File: src/rtl/lvg_sequencer_if.sv
// lvg_sequencer_if: host/core-facing bundle of the lvg micro-sequencer.
//   prog_we/prog_addr/prog_data : program memory write port (host -> sequencer)
//   start                       : run request, level sampled while idle
//   instr_out                   : registered instruction word to the core
//   busy / done                 : program executing / one-cycle end pulse
//   pc                          : current fetch address
// The master modport is the host side, the slave modport the sequencer.
interface lvg_sequencer_if #(
  parameter int AW = 6
);
  logic          prog_we;
  logic [AW-1:0] prog_addr;
  logic [15:0]   prog_data;
  logic          start;
  logic [15:0]   instr_out;
  logic          busy;
  logic          done;
  logic [AW-1:0] pc;

  modport master (
    output prog_we, prog_addr, prog_data, start,
    input  instr_out, busy, done, pc
  );

  modport slave (
    input  prog_we, prog_addr, prog_data, start,
    output instr_out, busy, done, pc
  );
endinterface

File: src/rtl/lvg_sequencer.sv
// lvg_sequencer: micro-sequencer feeding the lvg core one 16-bit instruction
// per cycle from a host-loaded program memory.
//   clk, rst : clock and synchronous active-high reset
//   bus      : lvg_sequencer_if.slave (program write port, start, instr_out,
//              busy, done, pc)
// MATMUL (opcode 3) is held for exactly MM_CYCLES cycles and always followed
// by one zero cycle so the core sees a fresh opcode-3 edge per matmul.
// WAIT n (opcode 0xFE, n in [15:8]) produces n+1 zero cycles. HALT (0xFF) or
// running past the last word ends the program with a one-cycle done pulse.
module lvg_sequencer #(
  parameter int DEPTH     = 64,
  parameter int AW        = 6,
  parameter int MM_CYCLES = 16
) (
  input  logic           clk,
  input  logic           rst,
  lvg_sequencer_if.slave bus
);

  typedef enum logic [1:0] {
    S_IDLE = 2'd0,
    S_RUN  = 2'd1,
    S_HOLD = 2'd2,
    S_WAIT = 2'd3
  } state_e;

  localparam logic [7:0]    OP_MATMUL = 8'h03;
  localparam logic [7:0]    OP_WAIT   = 8'hFE;
  localparam logic [7:0]    OP_HALT   = 8'hFF;
  localparam logic [7:0]    MM_LAST   = 8'(MM_CYCLES - 1);
  localparam logic [AW-1:0] LAST_ADDR = AW'(DEPTH - 1);

  logic [15:0]   mem_q [DEPTH];
  state_e        state_q;
  logic [AW-1:0] pc_q;
  logic [15:0]   instr_q;
  logic          busy_q;
  logic          done_q;
  logic [7:0]    cnt_q;
  // Set once the word at the last address has been issued; the next RUN
  // cycle then finishes the program exactly like a fetched HALT.
  logic          end_q;
  logic [15:0]   word_s;

  assign word_s = mem_q[pc_q];

  assign bus.instr_out = instr_q;
  assign bus.busy      = busy_q;
  assign bus.done      = done_q;
  assign bus.pc        = pc_q;

  // Program memory write port; writes are dropped while a program runs.
  always_ff @(posedge clk) begin
    if (bus.prog_we && !busy_q) begin
      mem_q[bus.prog_addr] <= bus.prog_data;
    end
  end

  // Sequencer FSM with registered instruction, status and counter outputs.
  always_ff @(posedge clk) begin
    if (rst) begin
      state_q <= S_IDLE;
      pc_q    <= '0;
      instr_q <= 16'h0000;
      busy_q  <= 1'b0;
      done_q  <= 1'b0;
      cnt_q   <= 8'h00;
      end_q   <= 1'b0;
    end else begin
      done_q <= 1'b0;
      case (state_q)
        S_IDLE: begin
          instr_q <= 16'h0000;
          if (bus.start) begin
            pc_q    <= '0;
            busy_q  <= 1'b1;
            end_q   <= 1'b0;
            state_q <= S_RUN;
          end
        end

        S_RUN: begin
          if (end_q || (word_s[7:0] == OP_HALT)) begin
            // pc is left on the HALT (or last) address.
            instr_q <= 16'h0000;
            busy_q  <= 1'b0;
            done_q  <= 1'b1;
            state_q <= S_IDLE;
          end else begin
            // pc never wraps: the last word arms end_q instead.
            if (pc_q == LAST_ADDR) begin
              end_q <= 1'b1;
            end else begin
              pc_q <= pc_q + AW'(1);
            end
            case (word_s[7:0])
              OP_MATMUL: begin
                instr_q <= word_s;
                cnt_q   <= MM_LAST;
                state_q <= S_HOLD;
              end
              OP_WAIT: begin
                instr_q <= 16'h0000;
                // WAIT 0 is just this zero cycle; WAIT n adds n more.
                if (word_s[15:8] != 8'h00) begin
                  cnt_q   <= word_s[15:8];
                  state_q <= S_WAIT;
                end
              end
              default: begin
                instr_q <= word_s;
              end
            endcase
          end
        end

        S_HOLD: begin
          // The RUN cycle already showed the matmul once, so cnt starts at
          // MM_CYCLES-1; the drop to zero here gives the separating NOP.
          if (cnt_q != 8'h00) begin
            cnt_q <= cnt_q - 8'h01;
          end else begin
            instr_q <= 16'h0000;
            state_q <= S_RUN;
          end
        end

        S_WAIT: begin
          instr_q <= 16'h0000;
          if (cnt_q == 8'h01) begin
            state_q <= S_RUN;
          end else begin
            cnt_q <= cnt_q - 8'h01;
          end
        end

        default: begin
          instr_q <= 16'h0000;
          busy_q  <= 1'b0;
          state_q <= S_IDLE;
        end
      endcase
    end
  end

endmodule

File: src/flat_wrapper.sv
// flat-port wrapper written by rule: the top's interface ports become plain ports
module lvg_sequencer_flat 
#(
  parameter int DEPTH     = 64,
  parameter int AW        = 6,
  parameter int MM_CYCLES = 16
)
  (clk, rst, bus_prog_we, bus_prog_addr, bus_prog_data, bus_start, bus_instr_out, bus_busy, bus_done, bus_pc);
  lvg_sequencer_if #(.AW(AW)) bus_i ();
  input  logic clk;
  input  logic rst;
  input wire logic [$bits(bus_i.prog_we)-1:0] bus_prog_we;
  input wire logic [$bits(bus_i.prog_addr)-1:0] bus_prog_addr;
  input wire logic [$bits(bus_i.prog_data)-1:0] bus_prog_data;
  input wire logic [$bits(bus_i.start)-1:0] bus_start;
  output wire logic [$bits(bus_i.instr_out)-1:0] bus_instr_out;
  output wire logic [$bits(bus_i.busy)-1:0] bus_busy;
  output wire logic [$bits(bus_i.done)-1:0] bus_done;
  output wire logic [$bits(bus_i.pc)-1:0] bus_pc;
  assign bus_i.prog_we = bus_prog_we;
  assign bus_i.prog_addr = bus_prog_addr;
  assign bus_i.prog_data = bus_prog_data;
  assign bus_i.start = bus_start;
  assign bus_instr_out = bus_i.instr_out;
  assign bus_busy = bus_i.busy;
  assign bus_done = bus_i.done;
  assign bus_pc = bus_i.pc;
  lvg_sequencer #(.DEPTH(DEPTH), .AW(AW), .MM_CYCLES(MM_CYCLES)) u_core (.clk(clk), .rst(rst), .bus(bus_i));
endmodule
File: config.mk
export PLATFORM = sky130hd
export DESIGN_NAME = lvg_sequencer_flat
export DESIGN_NICKNAME = d
export VERILOG_FILES = /design/src/rtl/lvg_sequencer_if.sv /design/src/rtl/lvg_sequencer.sv /design/src/flat_wrapper.sv
export SDC_FILE = /design/constraint.sdc
export NUM_CORES = 1
export LEC_CHECK = 0
export CAP_MARGIN = 20
export CORE_MARGIN = 4
export CORE_UTILIZATION = 67
export CTS_CLUSTER_SIZE = 24
export DETAILED_ROUTE_END_ITERATION = 6
export GPL_TIMING_DRIVEN = 0
export HOLD_SLACK_MARGIN = 0.05
export PLACE_DENSITY = 0.83
export SYNTH_ARGS = -nofsm -noshare
export SYNTH_HDL_FRONTEND = slang
export SYNTH_SLANG_ARGS = --single-unit
File: constraint.sdc
create_clock -name clk -period 7.5 [get_ports clk]
set_clock_uncertainty 0.05 [all_clocks]
set_input_delay 1.5 -clock clk [delete_from_list [all_inputs] [get_ports clk]]
set_output_delay 1.5 -clock clk [all_outputs]
set_load 0.02 [all_outputs]
==> qor.yml <==
place:
  pre_cts_slack_ps: 2130
  port_buffers: 45
  routabilityCongestion: 0.964
  dp_hpwl_mm: 80.1
yosys:
  netlist_area_um2: 41800
  yosys_warnings: 0
  synth_seq_cells: 1065
  synth-edff-count: 1024
  syn-instance-count: 2056
  syn_nets: 2086
  async_flop_share_pct: 0
  seq_area_frac_synth_pct: 75.5
  syn_area_per_cell_um2: 20.3
  ys_types: 84
  dominantRegCellSynth: "edfxtp_1"
setup_path:
  cp_slowest_cell: "o21ai_1"
  crit_path_frequent_cell: "buf_2"
  crit_family: "buffers and inverters"
  worstPathArrival_ps: 6320
  r2r-end: "u_core.cnt_q[3]$_SDFFE_PP0P_"
  cp_num_buf_inv: 9
  cp.required_ps: 8050
  reg2reg_slack_ps: 1730
  endpoint_kind: "flop"
  worstRegToRegCells: 17
  path_max_fanout: 10
  slowest_delay_ps: 890
  criticalPathCategory: "flop to flop"
  worstSetupStartpointType: "flop"
  path_cells: "buf_2, buf_6, buf_4, buf_6, buf_6, buf_2, buf_2, buf_2, buf_2, nand3_1, a31oi_1, a21oi_1, o21ai_1, nor2_1, and4_4, nor2_4, mux2i_1"
floorplanning:
  dieWidth_um: 258
  chipHeight_um: 258
  coreArea_um2: 61700
  row_count: 91
  initial_core_util_pct: 67.8
  die_area_um2: 66500
  ioPinCount: 50
min_path:
  hold_path.class: "flop to flop"
  hold_end: "u_core.cnt_q[5]$_SDFFE_PP0P_"
  holdCritStartpoint: "u_core.cnt_q[5]$_SDFFE_PP0P_"
  min_path_cells: 2
timing:
  worst_pin_slew_ps: 1440
  period_share_pct: 76.9
  relSlewSlack_pct: 3.85
  clock.fmax_mhz: 173
  slew_violations: 0
  fin_tns_setup_ps: 0
  finalHoldViolCount: 0
  period_needed_ps: 5770
  setup-violations-final: 0
  rsz0062_at_grt: "no"
  fin_ws_ps: 1730
power:
  power.share.clock_pct: 38.5
  pwr-share-seq_pct: 47.7
  comb_power_share_pct: 13.8
  p_int_uw: 10400
  power_density_nw_per_um2: 288
  power_switching_uw: 3440
  power_leakage_uw: 0.0151
  netSwitchingFraction_pct: 24.8
  peakVddDrop_v: 0.000271
route:
  vias: 24982
  drtIter0Drc: 4926
  avgViaCountPerCell: 7.84
  drc: 3
  drt.antenna.violating_nets: 0
  drt_first_pass_iters: 7
  wl_mm: 134
  avgRoutedWirePerCell_um: 42.2
grt:
  grt_max_degree: 65
  grt.total_usage_pct: 40.7
  grt_pass1_vias: 24076
  grt-ovfl-total: 0
  antenna_found_initial: 6
  grt_pass1_wl_mm: 186
clocking:
  cts_tree: "yes"
  h-tree-depth: 3
  cts_hold_buf: 0
  cts_sinks: 1065
  cts_setup_buffers: 0
  cts_resized: 0
  clkLatencyLatePin_ps: 690
  path_clk_slew_ps: 60
  clockBufferDepth: 3
  numCtsBuffers: 101
  cts_root_buffer: "clkbuf_16"
status:
  status: "complete, but fails checks"
  violations: "DRC"
finish:
  fin_nets: 2294
  area_growth_pct: 15.1
  fill_cells: 2951
  drive_gt1_share_pct: 27.1
  fin_util_pct: 78.0
run:
  maxCapViolations: 0
[power groups by stage]
stage	clock network (uW)	logic (uW)	registers (uW)
floorplan	0	1180	6760
global placement	0	1750	6760
detailed placement	0	1810	6750
CTS	5310	1860	6630
global route	5580	1970	6630
finish	5340	1910	6630
[cells in the mapped netlist, types with 3 or more instances]
master,number,area (um^2)
edfxtp_1,1024,30700
mux4_2,234,5270
nor2_1,121,454
nand2_1,105,394
mux2i_1,83,831
a22oi_1,44,330
dfxtp_1,41,821
a21oi_1,32,160
buf_4,28,210
nand3_1,27,135
buf_2,25,125
clkbuf_1,25,93.8
buf_6,18,203
o21ai_0,18,90.1
a221oi_1,13,114
nor2b_1,13,81.3
nor3_1,12,60.1
inv_1,11,41.3
nand4_1,11,68.8
o22ai_1,11,68.8
a31oi_1,9,56.3
a32oi_1,9,78.8
mux2_2,8,90.1
a22o_1,6,52.6
a211oi_1,5,37.5
and2_1,5,31.3
and3_1,5,31.3
mux4_1,5,131
nor4_1,5,31.3
a32o_1,4,40.0
buf_1,4,15.0
buf_8,4,60.1
ha_1,4,50.1
nand3b_1,4,30.0
o21ai_1,4,20.0
o221ai_1,4,35.0
xnor2_1,4,35.0
a2111o_1,3,33.8
a211oi_2,3,37.5
buf_12,3,60.1
clkinv_1,3,11.3
nand2b_1,3,18.8
o21bai_1,3,22.5
o31ai_1,3,22.5
or3_1,3,18.8
[cell usage in the layout (no fill, tap or decap), drive strengths merged, types with 4 or more instances in the layout]
cell type,count
a211oi,8
a21oi,32
a221oi,13
a22o,6
a22oi,44
a31oi,9
a32o,4
a32oi,9
and2,5
and3,5
buf,158
bufinv,15
clkbuf,146
clkdlybuf4s50,29
clkinv,43
clkinvlp,7
dfxtp,41
diode,5
edfxtp,1024
ha,4
inv,12
mux2,8
mux2i,83
mux4,239
nand2,105
nand3,28
nand3b,4
nand4,12
nor2,124
nor2b,13
nor3,12
nor4,6
o21ai,22
o221ai,4
o22ai,11
o31ai,4
or3,4
xnor2,4
[worst reg2reg max path: cells and delay by family (launching register included)]
| family | cells | cell delay (ps) |
|---|---|---|
| buffers and inverters | 9 | 3030 |
| AO/OA/AOI/OAI | 3 | 1330 |
| AND/OR/NAND/NOR | 4 | 770 |
| flip-flops | 1 | 300 |
| multiplexers | 1 | 220 |
[metrics by stage]
stage	instances	power, uW	instance area [um^2]	hold WS, ps
global placement	2938	8510	43300	418
floorplan	2056	7940	41800	399
CTS	3176	13800	48100	434
global route	3182	14200	48100	467
finish	3187	13900	48200	438
detailed placement	2992	8560	44600	427
[registers in the layout (all words and copies together) (netlist names), named ones only]
register              flops
u_core.bus.pc             6
u_core.bus.done           1
u_core.bus.instr_out     16
u_core.bus.busy           1
u_core.mem_q           1024
u_core.state_q            2
u_core.end_q              1
u_core.cnt_q              8
[worst max path at each step]
stage	to	slack [ps]	depth (start not counted)
2_1_floorplan	u_core.cnt_q[0]$_SDFFE_PP0P_	4020	17
3_3_place_gp	u_core.cnt_q[5]$_SDFFE_PP0P_	1860	13
3_5_place_dp	u_core.cnt_q[3]$_SDFFE_PP0P_	2130	17
4_1_cts	u_core.cnt_q[3]$_SDFFE_PP0P_	2000	17
5_1_grt	u_core.cnt_q[3]$_SDFFE_PP0P_	1830	17
6_report	u_core.cnt_q[3]$_SDFFE_PP0P_	1730	17
[kinds of logic after synthesis]
group | synth area share, %
compound gates | 3.49
simple gates | 3.73
buf+inv | 1.96
fa+ha+maj | 0.120
mux | 15.1
xor+xnor | 0.105
flops | 75.5
[final cells by class]
| class | instances | area, um^2 | area share [%] |
|---|---|---|---|
| Antenna cell | 5 | 12.5 | 0.0260 |
| Buffer | 107 | 768 | 1.60 |
| Clock buffer | 121 | 2710 | 5.62 |
| Clock inverter | 63 | 721 | 1.50 |
| Inverter | 14 | 52.6 | 0.109 |
| Multi-Input combinational cell | 870 | 9710 | 20.2 |
| Sequential cell | 1065 | 31600 | 65.6 |
| Tap cell | 837 | 1050 | 2.17 |
| Timing Repair Buffer | 105 | 1570 | 3.25 |
[layer usage]
metal | vias to the layer above | share of wire [%] | global-route usage (%)
met5 | - | 0.18 | 0.877
met4 | 15 | 8.5 | 24.0
met3 | 787 | 17 | 16.6
met2 | 2973 | 44 | 60.4
met1 | 12243 | 30 | 51.3
li1 | 8964 | - | -
Note: power is estimated with default switching activity, not from simulation.
